### config.mk
export PLATFORM = sky130hd
export DESIGN_NAME = mdma_job_splitter
export DESIGN_NICKNAME = d
export VERILOG_FILES = /design/src/rtl/mdma_split_pkg.sv /design/src/rtl/mdma_split_cmd_fifo.sv /design/src/rtl/mdma_job_splitter.sv
export SDC_FILE = /design/constraint.sdc
export NUM_CORES = 1
export LEC_CHECK = 0
export BUFFER_PORTS_ARGS = -buffer_cell sky130_fd_sc_hd__buf_4
export CAP_MARGIN = 20
export CORE_AREA = 2 2 141 157
export CTS_CLUSTER_DIAMETER = 120
export DETAILED_ROUTE_END_ITERATION = 16
export DIE_AREA = 0 0 143 159
export PLACE_DENSITY_LB_ADDON = 0.15
export SLEW_MARGIN = 20
export SYNTH_ARGS = -nofsm -noshare
export SYNTH_HDL_FRONTEND = slang
export SYNTH_SLANG_ARGS = --single-unit
### constraint.sdc
create_clock -name aclk -period 6.06 [get_ports aclk]
set_clock_uncertainty 0.05 [all_clocks]
set_input_delay 0.606 -clock aclk [delete_from_list [all_inputs] [get_ports aclk]]
set_output_delay 0.606 -clock aclk [all_outputs]
set_load 0.1 [all_outputs]
### src/rtl/mdma_split_pkg.sv
// Shared types and helpers for the mdma job splitter: FSM state encoding,
// axi_mdma report status codes and the chunk-size calculation.
package mdma_split_pkg;

  typedef enum logic [1:0] {
    IDLE  = 2'd0,
    ISSUE = 2'd1,
    DRAIN = 2'd2,
    DONE  = 2'd3
  } state_t;

  localparam logic [1:0] MDMA_ST_OKAY     = 2'd0;
  localparam logic [1:0] MDMA_ST_MISMATCH = 2'd1;
  localparam logic [1:0] MDMA_ST_SLVERR   = 2'd2;
  localparam logic [1:0] MDMA_ST_DECERR   = 2'd3;

  // Largest chunk that fits in the remaining job and stops at the next
  // max_chunk-aligned destination boundary. max_chunk must be a power of two.
  function automatic logic [31:0] chunk_size(input logic [31:0] remaining,
                                             input logic [31:0] dst_addr,
                                             input logic [31:0] max_chunk);
    logic [31:0] room;
    room = max_chunk - (dst_addr & (max_chunk - 32'd1));
    return (remaining < room) ? remaining : room;
  endfunction

endpackage

### src/rtl/mdma_split_cmd_fifo.sv
// In-order FIFO of issued chunk commands, used to cross-check returning
// axi_mdma reports. Only instantiated when MDMA_SPLIT_RPT_CHECK_EN is defined.
module mdma_split_cmd_fifo #(
  parameter int WIDTH = 80,
  parameter int DEPTH = 4
) (
  input  logic             clk,
  input  logic             rst_n,
  input  logic             push,
  input  logic [WIDTH-1:0] push_data,
  input  logic             pop,
  output logic [WIDTH-1:0] pop_data,
  output logic             empty,
  output logic             full
);

  localparam int               PTR_W     = (DEPTH > 1) ? $clog2(DEPTH) : 1;
  localparam logic [PTR_W-1:0] LAST      = PTR_W'(DEPTH - 1);
  localparam logic [PTR_W:0]   DEPTH_CNT = (PTR_W + 1)'(DEPTH);

  logic [WIDTH-1:0] mem [DEPTH];
  logic [PTR_W-1:0] wr_ptr;
  logic [PTR_W-1:0] rd_ptr;
  logic [PTR_W:0]   count;
  logic             do_push;
  logic             do_pop;

  assign do_push  = push && !full;
  assign do_pop   = pop && !empty;
  assign empty    = (count == '0);
  assign full     = (count == DEPTH_CNT);
  assign pop_data = mem[rd_ptr];

  // Entry storage; contents are only meaningful between push and pop.
  always_ff @(posedge clk) begin
    if (do_push) mem[wr_ptr] <= push_data;
  end

  // Read/write pointers and occupancy.
  always_ff @(posedge clk or negedge rst_n) begin
    if (!rst_n) begin
      wr_ptr <= '0;
      rd_ptr <= '0;
      count  <= '0;
    end else begin
      if (do_push) wr_ptr <= (wr_ptr == LAST) ? '0 : wr_ptr + 1'b1;
      if (do_pop)  rd_ptr <= (rd_ptr == LAST) ? '0 : rd_ptr + 1'b1;
      case ({do_push, do_pop})
        2'b10:   count <= count + 1'b1;
        2'b01:   count <= count - 1'b1;
        default: count <= count;
      endcase
    end
  end

endmodule

### src/rtl/mdma_job_splitter.sv
// Splits one large copy job into boundary-aligned chunks for axi_mdma, keeps
// up to MAX_OUTSTANDING chunks in flight and returns one aggregated completion.
// Optional: define MDMA_SPLIT_RPT_CHECK_EN to cross-check every report against
// the command it answers (mismatch reported as MDMA_ST_MISMATCH).
module mdma_job_splitter
  import mdma_split_pkg::*;
#(
  parameter int ADDR_BITS       = 32,
  parameter int LENGTH_BITS     = 16,
  parameter int JOB_LENGTH_BITS = 24,
  parameter int MAX_CHUNK       = 4096,
  parameter int MAX_OUTSTANDING = 4
) (
  input  logic                       aclk,
  input  logic                       aresetn,
  input  logic [ADDR_BITS-1:0]       job_src_addr,
  input  logic [ADDR_BITS-1:0]       job_dst_addr,
  input  logic [JOB_LENGTH_BITS-1:0] job_bytes,
  input  logic                       job_valid,
  output logic                       job_ready,
  output logic [JOB_LENGTH_BITS-1:0] done_bytes,
  output logic [1:0]                 done_status,
  output logic                       done_valid,
  input  logic                       done_ready,
  output logic [ADDR_BITS-1:0]       cmd_src_addr,
  output logic [ADDR_BITS-1:0]       cmd_dst_addr,
  output logic [LENGTH_BITS-1:0]     cmd_bytes,
  output logic                       cmd_valid,
  input  logic                       cmd_ready,
  input  logic [ADDR_BITS-1:0]       rpt_src_addr,
  input  logic [ADDR_BITS-1:0]       rpt_dst_addr,
  input  logic [LENGTH_BITS-1:0]     rpt_bytes,
  input  logic [1:0]                 rpt_status,
  input  logic                       rpt_valid,
  output logic                       rpt_ready,
  output logic                       busy
);

  localparam int               OUT_W   = $clog2(MAX_OUTSTANDING + 1);
  localparam logic [OUT_W-1:0] OUT_MAX = OUT_W'(MAX_OUTSTANDING);

  state_t                     state;
  state_t                     state_next;
  logic [ADDR_BITS-1:0]       src;
  logic [ADDR_BITS-1:0]       dst;
  logic [JOB_LENGTH_BITS-1:0] remaining;
  logic [JOB_LENGTH_BITS-1:0] rem_after;
  logic [OUT_W-1:0]           outstanding;
  logic [OUT_W-1:0]           outstanding_next;
  logic [31:0]                chunk;
  logic                       job_fire;
  logic                       cmd_fire;
  logic                       rpt_fire;
  logic                       err_next;
  logic [1:0]                 rpt_code;

  // The next chunk is always derived from the live src/dst/remaining, so the
  // payload is stable while unacknowledged and zero out of reset.
  assign chunk        = chunk_size(32'(remaining), 32'(dst), 32'(MAX_CHUNK));
  assign cmd_src_addr = src;
  assign cmd_dst_addr = dst;
  assign cmd_bytes    = LENGTH_BITS'(chunk);
  assign cmd_valid    = (state == ISSUE) && (remaining != '0) &&
                        (outstanding < OUT_MAX) && (done_status == MDMA_ST_OKAY);

  assign job_ready  = (state == IDLE);
  assign done_valid = (state == DONE);
  assign busy       = (state != IDLE);
  assign rpt_ready  = 1'b1;

  assign job_fire  = job_valid && job_ready;
  assign cmd_fire  = cmd_valid && cmd_ready;
  // Reports with nothing outstanding (e.g. stragglers after a reset) are dropped.
  assign rpt_fire  = rpt_valid && (outstanding != '0);
  assign rem_after = cmd_fire ? (remaining - JOB_LENGTH_BITS'(chunk)) : remaining;
  assign err_next  = (done_status != MDMA_ST_OKAY) ||
                     (rpt_fire && (rpt_code != MDMA_ST_OKAY));

`ifdef MDMA_SPLIT_RPT_CHECK_EN
  localparam int ENTRY_W = 2 * ADDR_BITS + LENGTH_BITS;

  logic [ENTRY_W-1:0] exp_entry;
  logic               mismatch;
  logic               unused_fifo_empty;
  logic               unused_fifo_full;

  mdma_split_cmd_fifo #(
    .WIDTH (ENTRY_W),
    .DEPTH (MAX_OUTSTANDING)
  ) u_cmd_fifo (
    .clk       (aclk),
    .rst_n     (aresetn),
    .push      (cmd_fire),
    .push_data ({cmd_src_addr, cmd_dst_addr, cmd_bytes}),
    .pop       (rpt_fire),
    .pop_data  (exp_entry),
    .empty     (unused_fifo_empty),
    .full      (unused_fifo_full)
  );

  // A report that does not echo its command is a protocol error in its own right.
  assign mismatch = (exp_entry != {rpt_src_addr, rpt_dst_addr, rpt_bytes});
  assign rpt_code = mismatch ? MDMA_ST_MISMATCH : rpt_status;
`else
  logic unused_rpt_addr;

  assign unused_rpt_addr = ^{rpt_src_addr, rpt_dst_addr};
  assign rpt_code        = rpt_status;
`endif

  // Net change of in-flight commands; a simultaneous issue and report cancel out.
  always_comb begin
    outstanding_next = outstanding;
    case ({cmd_fire, rpt_fire})
      2'b10:   outstanding_next = outstanding + 1'b1;
      2'b01:   outstanding_next = outstanding - 1'b1;
      default: outstanding_next = outstanding;
    endcase
  end

  // FSM state register.
  always_ff @(posedge aclk or negedge aresetn) begin
    if (!aresetn) state <= IDLE;
    else          state <= state_next;
  end

  // FSM next-state: stop issuing once the job is exhausted or an error is seen,
  // then wait for every outstanding report before completing.
  always_comb begin
    state_next = state;
    case (state)
      IDLE:    if (job_fire) state_next = (job_bytes == '0) ? DONE : ISSUE;
      ISSUE:   if ((rem_after == '0) || err_next) state_next = DRAIN;
      DRAIN:   if (outstanding_next == '0) state_next = DONE;
      DONE:    if (done_ready) state_next = IDLE;
      default: state_next = IDLE;
    endcase
  end

  // Job cursor: captured on accept, advanced by one chunk per command handshake.
  always_ff @(posedge aclk or negedge aresetn) begin
    if (!aresetn) begin
      src         <= '0;
      dst         <= '0;
      remaining   <= '0;
      outstanding <= '0;
    end else begin
      outstanding <= outstanding_next;
      if (job_fire) begin
        src       <= job_src_addr;
        dst       <= job_dst_addr;
        remaining <= job_bytes;
      end else if (cmd_fire) begin
        src       <= src + ADDR_BITS'(chunk);
        dst       <= dst + ADDR_BITS'(chunk);
        remaining <= rem_after;
      end
    end
  end

  // Completion accumulation: OKAY bytes summed, first error status kept.
  always_ff @(posedge aclk or negedge aresetn) begin
    if (!aresetn) begin
      done_bytes  <= '0;
      done_status <= MDMA_ST_OKAY;
    end else if (job_fire) begin
      done_bytes  <= '0;
      done_status <= MDMA_ST_OKAY;
    end else if (rpt_fire) begin
      if (rpt_code == MDMA_ST_OKAY)
        done_bytes <= done_bytes + JOB_LENGTH_BITS'(rpt_bytes);
      else if (done_status == MDMA_ST_OKAY)
        done_status <= rpt_code;
    end
  end

endmodule
==> flow_metrics.env, run 1 <==
export IMPL_status="finished, violations left"
export IMPL_violations="setup timing"
export IMPL_synth_edff_count=0
export IMPL_start_util_pct=48.2
export IMPL_r2r_slack_ps=-240
export IMPL_ctsHtreeMaxLevel=4
export IMPL_setup_tns_ps=-449
export IMPL_drt_iter0_drc=517
export IMPL_slew_violations=0
export IMPL_antenna_found_initial=0
export IMPL_synthAdderAreaFrac_pct=12.7
export IMPL_std_cell_rows=56
export IMPL_vias=10500
export IMPL_multiInputGateArea_sq_um=7210
export IMPL_dp_hpwl_um=22400
export IMPL_dp_cells=1819
export IMPL_synth_area_sq_um=10200
export IMPL_overflow=0
export IMPL_grt_max_degree=96
export IMPL_regArea_sq_um=3000
export IMPL_io_pins=287
export IMPL_syn_inst=1260
export IMPL_chipHeight_um=159
export IMPL_cp_start_kind="flip-flop"
export IMPL_numCtsBuffers=17
export IMPL_layout_commonest_cell="buf_4"
export IMPL_worst_slew_pin_slew_ps=1050
export IMPL_setup_viol=3
export IMPL_cts_tree="done"
export IMPL_synth_compound_area_share_pct=23.4
export IMPL_arrival_ps=6570
export IMPL_rsz0062_at_grt="yes"
export IMPL_gp_congestion=0.915
export IMPL_layout_drive_gt1_share_pct=26.9
export IMPL_layout_cells_non_filler=1865
export IMPL_ant_nets=0
export IMPL_grt_usage_pct=26.8
export IMPL_synthMuxAreaShare_pct=3.05
export IMPL_clock_latency_ps=430
export IMPL_clock_root_buffer="clkbuf_16"
export IMPL_cap_violations=0
export IMPL_clock_path_buffers=2
export IMPL_fin_crit_sh_pct=104
export IMPL_ys_seq_area_share_pct=29.3
export IMPL_synthFlopType="dfrtp_1"
export IMPL_fmax_mhz=159
export IMPL_fp_coreArea_sq_um=21100
export IMPL_required_ps=6320
export IMPL_ctsHoldBuffers=0
export IMPL_routed_wl_um=31000
export IMPL_diodes=0
export IMPL_synth_simple_gate_area_share_pct=19.6
export IMPL_grt_pass1_wl_um=49500
export IMPL_numPortBuffers=218
export IMPL_synth_warnings=0
export IMPL_syn_area_per_cell_sq_um=8.07
export IMPL_synthArstFlopShare_pct=100
export IMPL_clk_pin_slew_ps=70
export IMPL_fp_dieW_um=143
export IMPL_worst_slack_ps=-245
export IMPL_end_kind="flip-flop"
export IMPL_grt_pass1_vias=10400
export IMPL_period_needed_ps=6300
export IMPL_worstSetupPathType="reg -> reg"
export IMPL_vias_per_cell=5.64
export IMPL_wire_per_inst_um=16.6
export IMPL_max_slew_margin_pct=30.3
export IMPL_min_path_type="in -> async"
export IMPL_crit_path_max_fanout=3
export IMPL_final_nets=1839
export IMPL_synth_top_family_by_area="compound AO/OA/AOI/OAI gates"
export IMPL_hold_viol_final=0
export IMPL_n_fill_cell=1879
export IMPL_cts_sinks=119
export IMPL_drt_pass1_iter_count=5
export IMPL_mostFrequentLayoutCells="310 x buf_4, 150 x nand2_1, 138 x nor2_1"
export IMPL_drc=0
export IMPL_synthDistinctLibCells=81
export IMPL_fp_dieArea_sq_um=22700
export IMPL_synth_xor_area_share_pct=8.01
export IMPL_area_growth_pct=34.5
export IMPL_synth_seq_cells=119
## worst max-delay path: stages, from the launching register on
cell and delay [ps]:
dfrtp_4 490, nor3_4 220, nand2b_1 110, buf_4 150
or4_4 460, xor2_2 160, inv_1 60, ha_1 280
o21ai_1 110, nand2b_1 110, a21oi_2 160, nor3_2 70
a2111oi_4 380, buf_4 210, mux2i_4 240, ha_2 210
inv_2 40, fa_2 360, a21oi_2 160, o211ai_2 120
o41ai_2 250, xnor2_1 140, or4_4 540, a2111oi_4 360
nand4_1 170, o31a_1 300, mux2_4 300
## metrics by stage
stage	utilization, %	hold slack [ps]	area (sq um)	setup slack [ps]
global route	64.9	290	13700	-478
global placement	60.4	472	12700	-75.4
CTS	63.6	262	13400	-163
detailed placement	60.4	495	12700	-197
finish	64.9	221	13700	-245
floorplan	-	260	10400	-880
## worst paths after layout
path	to	depth (start not counted)	start
min in group aclk	cmd_src_addr[19]	3	job_src_addr[19]
min	remaining[12]	1	aresetn
max in group asynchronous	cmd_src_addr[10]	2	aresetn
min reg2reg	done_bytes[4]	2	done_bytes[4]
max reg2reg	state[1]	26	cmd_dst_addr[3]
max	state[1]	26	cmd_dst_addr[3]
## flip-flops by register name (all words and copies together), names as in the netlist
register      flops
cmd_dst_addr     32
cmd_src_addr     32
done_bytes       24
remaining        24
outstanding       3
done_status       2
state             2
## routing by layer
metal,vias up,GRT usage [%],wire (um)
met5,-,0,0
met4,0,11.2,1100
met2,313,45.9,15100
met1,5005,32.1,12800
li1,5136,-,-
met3,73,6.11,1960
## cells by family after synthesis
group           after synthesis
buf+inv                     101
fa+ha+maj                   100
mux                          29
other cells                   2
flops                       119
xor+xnor                     93
compound gates              378
simple gates                438
## repair_timing
item | CTS | global route
gates resized for setup | 12 | 39
endpoints found under the setup margin | 20 | 43
buffers inserted | 4 | 11
pin swaps | 5 | 17
## Yosys cell counts (8+ instances only)
master	number	share of area, %
a211oi_1	17	1.3
nor2_1	138	5.1
o31ai_1	12	0.89
o211ai_1	8	0.59
o21ai_1	8	0.39
xor2_1	43	3.7
ha_1	95	12
a21oi_1	117	5.8
nand4_1	14	0.86
a21o_1	18	1.3
nand2b_1	14	0.86
nand3_1	34	1.7
dfrtp_1	119	29
mux2i_1	16	1.6
nor3_1	19	0.93
and2_1	8	0.49
inv_1	50	1.8
o21ai_0	90	4.4
o21a_1	10	0.74
mux2_1	8	0.89
nand2_1	151	5.6
nor4_1	11	0.68
xnor2_1	50	4.3
or3_1	12	0.74
a31oi_1	29	1.8
clkbuf_1	38	1.4
## area by class of cell
class | instances | area share (%)
tap | 290 | 2.65
timing repair buffer | 310 | 17.0
clock inverter | 14 | 1.21
clock buffer | 17 | 3.11
sequential | 119 | 21.9
inverter | 51 | 1.42
multi-input combinational | 1064 | 52.7
Power of run 1 is left out: the tool's default activity adds up to more than one toggle a clock period on the data nets, which glitch-free logic cannot reach.
==> run 2: changes to the inputs <==
- CORE_AREA: 2 2 141 157 -> 2 2 134 149
- DIE_AREA: 0 0 143 159 -> 0 0 136 151
- clock period: 6.06 -> 7.25 ns (I/O delays scaled with it)
==> run 2 against run 1 <==
Against the previous run:
- hold slack improved by 90 ps
- critical endpoint unchanged
- register-to-register slack improved by 780 ps
- cell count is 6.6% lower
- highest routed layer unchanged
- first-iteration DRC count is 21% higher
- die area is 9.7% lower
- count of clock-buffer cells in the layout grew 1
- sequential cell count is the same
- the run now ends clean
- design area shrank 6.8%
==> flow_metrics.env, run 2 (synthesis results as in run 1) <==
export IMPL_status="completed"
export IMPL_top_layer_used="met4"
export IMPL_grt_pass1_vias=9678
export IMPL_cp_start_kind="flip-flop"
export IMPL_path_cells="inv_1 > ha_1 > inv_1 > or4_1 > xor2_1 > inv_1 > ha_1 > a2111oi_0 > o21ai_1 > a2111oi_4 > buf_4 > mux2i_4 > ha_1 > inv_1 > fa_1 > a21oi_2 > o211ai_2 > o41ai_2 > xnor2_1 > or4_4 > a2111oi_2 > nand4_1 > o31a_1 > mux2_4"
export IMPL_fmax_mhz=149
export IMPL_drt_iter0_drc=626
export IMPL_min_path_type="in -> async"
export IMPL_ctsHoldBuffers=0
export IMPL_cts_sinks=119
export IMPL_grt_max_degree=96
export IMPL_wire_per_inst_um=16.6
export IMPL_dp_cells=1708
export IMPL_std_cell_rows=53
export IMPL_layout_commonest_cell="buf_4"
export IMPL_arrival_ps=6970
export IMPL_final_nets=1757
export IMPL_crit_family="compound AO/OA/AOI/OAI gates"
export IMPL_clock_latency_ps=420
export IMPL_overflow=0
export IMPL_end_kind="flip-flop"
export IMPL_fp_coreArea_sq_um=19000
export IMPL_max_slew_margin_pct=33.9
export IMPL_grt_pass1_wl_um=46000
export IMPL_dp_hpwl_um=20800
export IMPL_antenna_found_initial=0
export IMPL_slew_violations=0
export IMPL_wl_met2_um=14400
export IMPL_drc=0
export IMPL_start_util_pct=53.6
export IMPL_n_fill_cell=1638
export IMPL_vias_per_cell=5.80
export IMPL_chipHeight_um=151
export IMPL_cpMostUsedCell="inv_1"
export IMPL_fp_dieArea_sq_um=20500
export IMPL_layout_cells_non_filler=1741
export IMPL_setup_viol=0
export IMPL_met3_length_um=1850
export IMPL_layout_drive_gt1_share_pct=19.6
export IMPL_routed_wl_um=28800
export IMPL_clock_path_buffers=2
export IMPL_area_growth_pct=25.4
export IMPL_pre_cts_ws_ps=432
export IMPL_required_ps=7500
export IMPL_gp_congestion=0.917
export IMPL_clk_pin_slew_ps=60
export IMPL_worst_slew_pin_slew_ps=991
export IMPL_io_pins=287
export IMPL_fp_dieW_um=136
export IMPL_cp_slowest_cell="or4_1"
export IMPL_grt_usage_pct=27.7
export IMPL_diodes=0
export IMPL_period_needed_ps=6720
export IMPL_cp_slowest_stage_delay_ps=600
export IMPL_cap_violations=0
export IMPL_ctsHtreeMaxLevel=4
export IMPL_vias=10100
export IMPL_cp_num_buf_inv=5
export IMPL_crit_path_max_fanout=7
export IMPL_numCtsBuffers=17
export IMPL_mostFrequentLayoutCells="227 x buf_4, 150 x nand2_1, 138 x nor2_1"
export IMPL_wl_met1_um=12100
export IMPL_numPortBuffers=218
export IMPL_worstSetupPathType="reg -> reg"
export IMPL_fin_crit_sh_pct=92.7
export IMPL_cts_tree="done"
export IMPL_rsz0062_at_grt="no"
export IMPL_setup_tns_ps=0
export IMPL_drt_pass1_iter_count=8
export IMPL_ant_nets=0
export IMPL_worst_slack_ps=531
export IMPL_hold_viol_final=0
export IMPL_clock_root_buffer="clkbuf_16"
run 2: cell types whose count changed in the layout (fill, tap and decap cells not counted), sizes merged:
| cell | delta |
|---|---|
| clkbuf | +1 |
| buf | -82 |
| bufinv | +2 |
| clkinvlp | -1 |
| clkinv | +3 |
| inv | -4 |
run 2: final cells by class:
type	instances	area, sq um	share of cell area (%)
Timing Repair Buffer	228	1720	13.4
Clock inverter	14	199	1.56
Clock buffer	18	429	3.36
Tap cell	247	309	2.42
Inverter	51	191	1.50
Multi-Input combinational cell	1064	6930	54.3
Sequential cell	119	2990	23.4
run 2: path summary, 6_finish.rpt:
kind,startpoint,endpoint,slack (ps),cells past startpoint
worst min-delay path,aresetn,cmd_src_addr[21],310,1
worst max register to register,cmd_dst_addr[0],state[1],530,24
worst max-delay path,cmd_dst_addr[0],state[1],530,24
max in group asynchronous,aresetn,done_bytes[13],5440,2
min in group aclk,job_src_addr[19],cmd_src_addr[19],450,3
worst min register to register,outstanding[2],outstanding[2],500,1
run 2: per-layer routing:
metal / vias up / GRT usage, %
met4: 0 / 7.86
met5: - / 0
met2: 281 / 48.4
met3: 45 / 6.53
li1: 4966 / -
met1: 4801 / 34.1
run 2: through the flow:
stage / instance area (sq um) / hold slack, ps / util (%)
after global placement: 12100 / 477 / 63.8
final: 12800 / 310 / 67.3
after global routing: 12800 / 370 / 67.3
after CTS: 12700 / 336 / 67.1
after floorplan: 10300 / 379 / -
after detailed placement: 12100 / 482 / 63.8
run 2: timing repair:
| item | in CTS | in global routing |
|---|---|---|
| buffers inserted | 0 | 1 |
| resized for setup | 0 | 4 |
| setup endpoints to repair | 0 | 13 |
run 2: worst register-to-register path, cell delays in order (launching register included):
cell,delay [ps]
dfrtp_4,510
inv_1,150
ha_1,200
inv_1,70
or4_1,600
xor2_1,230
inv_1,70
ha_1,190
a2111oi_0,440
o21ai_1,190
a2111oi_4,310
buf_4,190
mux2i_4,290
ha_1,230
inv_1,60
fa_1,430
a21oi_2,170
o211ai_2,120
o41ai_2,240
xnor2_1,160
or4_4,530
a2111oi_2,400
nand4_1,140
o31a_1,300
mux2_4,300
Power of run 2 is left out for the same reason.
==> run 3: changes to the inputs <==
- CORE_AREA: 2 2 134 149 -> 2 2 141 157
- DIE_AREA: 0 0 136 151 -> 0 0 143 159
- clock period: 7.25 -> 5.44 ns (I/O delays scaled with it)
==> run 3 against run 2 <==
Against the previous run:
- the flow now finishes with violations (setup timing)
- sequential cell count stayed put
- critical path depth grew 2
- die area is 11% higher
- utilization is 7.8 points higher
- count of clock-buffer cells in the layout stayed put
- global-route usage grew 3.5 points
- sequential share of layout area fell by 4.5 points
- critical path type unchanged
- largest cell class unchanged
==> flow_metrics.env, run 3 (synthesis results as in run 1) <==
export IMPL_clock_path_buffers=2
export IMPL_dp_hpwl_um=25100
export IMPL_whs_ps=53.3
export IMPL_crit_path_max_fanout=2
export IMPL_fp_dieW_um=143
export IMPL_min_path_type="in -> async"
export IMPL_grt_max_degree=90
export IMPL_area_growth_pct=55.6
export IMPL_start_util_pct=48.2
export IMPL_status="finished, violations left"
export IMPL_drc=0
export IMPL_grt_pass1_wl_um=56800
export IMPL_ctsHtreeMaxLevel=4
export IMPL_final_nets=1970
export IMPL_timing_rr_start="cmd_dst_addr[4]"
export IMPL_fp_dieArea_sq_um=22700
export IMPL_fmax_mhz=159
export IMPL_worst_slew_pin_slew_ps=1000
export IMPL_grt_pass1_vias=11400
export IMPL_vias_per_cell=5.73
export IMPL_routed_wl_um=37100
export IMPL_chipHeight_um=159
export IMPL_drt_iter0_drc=620
export IMPL_period_needed_ps=6290
export IMPL_cap_violations=0
export IMPL_std_cell_rows=56
export IMPL_max_slew_margin_pct=33.3
export IMPL_required_ps=5710
export IMPL_gp_congestion=0.910
export IMPL_numPortBuffers=218
export IMPL_hold_viol_final=0
export IMPL_overflow=0
export IMPL_clk_pin_slew_ps=70
export IMPL_slew_violations=0
export IMPL_setup_viol=63
export IMPL_grt_usage_pct=31.3
export IMPL_end_kind="flip-flop"
export IMPL_wire_per_inst_um=18.6
export IMPL_violations="setup timing"
export IMPL_diodes=0
export IMPL_fin_crit_sh_pct=116
export IMPL_ctsHoldBuffers=0
export IMPL_ant_nets=0
export IMPL_clock_latency_ps=430
export IMPL_fp_coreArea_sq_um=21100
export IMPL_cts_sinks=119
export IMPL_drt_pass1_iter_count=5
export IMPL_layout_commonest_cell="buf_4"
export IMPL_utilization_pct=75.1
export IMPL_clock_root_buffer="clkbuf_16"
export IMPL_cp_start_kind="flip-flop"
export IMPL_worstSetupPathType="reg -> reg"
export IMPL_mostFrequentLayoutCells="401 x buf_4, 147 x nand2_1, 130 x nor2_1"
export IMPL_cts_tree="done"
export IMPL_reg2regPathDepth=26
export IMPL_arrival_ps=6560
export IMPL_worst_slack_ps=-851
export IMPL_r2r_slack_ps=-850
export IMPL_layout_drive_gt1_share_pct=39.8
export IMPL_r2r_end="state[1]"
export IMPL_vias=11400
export IMPL_io_pins=287
export IMPL_rsz0062_at_grt="yes"
export IMPL_antenna_found_initial=0
export IMPL_numCtsBuffers=17
run 3: changes by cell type in the layout (fill, tap and decap cells not counted), moves of 26 or more:
| cell | previous run | this run |
|---|---|---|
| ha_1 | 95 | 69 |
| buf_4 | 227 | 401 |
| a21oi_1 | 117 | 89 |
| o21ai_0 | 90 | 36 |
| o21ai_1 | 8 | 45 |
| buf_6 | 1 | 37 |
run 3: worst max-delay path by stage:
stage	cells past startpoint	from	end	slack, ps
6_report	26	cmd_dst_addr[4]	state[1]	-850
3_3_place_gp	24	cmd_dst_addr[3]	state[1]	-710
3_5_place_dp	22	cmd_dst_addr[3]	state[1]	-830
2_1_floorplan	24	cmd_dst_addr[3]	state[1]	-1500
5_1_grt	26	cmd_dst_addr[4]	state[1]	-1170
4_1_cts	24	cmd_dst_addr[3]	state[1]	-690
run 3: timing repair:
item | CTS | global route
gates resized for setup | 201 | 112
pin swaps | 111 | 111
buffers inserted | 46 | 27
setup endpoints to repair | 65 | 72
run 3: critical path, stage by stage (launching register included):
cell	delay (ps)
dfrtp_4	490
nor3_4	170
nand2b_1	110
buf_4	150
or4_4	440
buf_4	170
nor3_2	140
xnor2_1	190
inv_1	80
ha_1	270
nand2_1	80
nor3_2	50
a2111oi_4	440
buf_4	200
mux2i_4	220
ha_2	210
inv_2	40
fa_2	340
a21oi_2	140
o211ai_2	110
o41ai_2	310
xnor2_1	140
or4_4	510
a2111oi_4	310
nand4_1	130
o31a_1	360
mux2_4	310
run 3: metal layers:
layer  routed length (um)  up-vias  share of wire [%]  track usage [%]
met5                    0        -                  0                0
met4                 1430        0                3.9             12.4
met3                 2690      111                7.2             8.00
met2                18500      427                 50             54.4
met1                14500     5515                 39             36.5
li1                     -     5390                  -                -
run 3: final cells by class:
class	count	area, sq um
Inverter	51	194
Fill cell	1516	5260
Clock buffer	18	439
Timing Repair Buffer	441	3480
Sequential cell	119	3000
Clock inverter	14	139
Tap cell	290	363
Multi-Input combinational cell	1064	8220
run 3: stage by stage:
step	TNS, ps	std cells	cell area, sq um	setup slack [ps]
after floorplan	-24820	1284	10400	-1500
final	-27170	1997	15800	-851
after CTS	-14670	1979	15200	-686
after global placement	-21480	1905	13400	-707
after detailed placement	-26740	1905	13400	-831
after global routing	-46370	1997	15800	-1170
Power of run 3 is left out for the same reason.
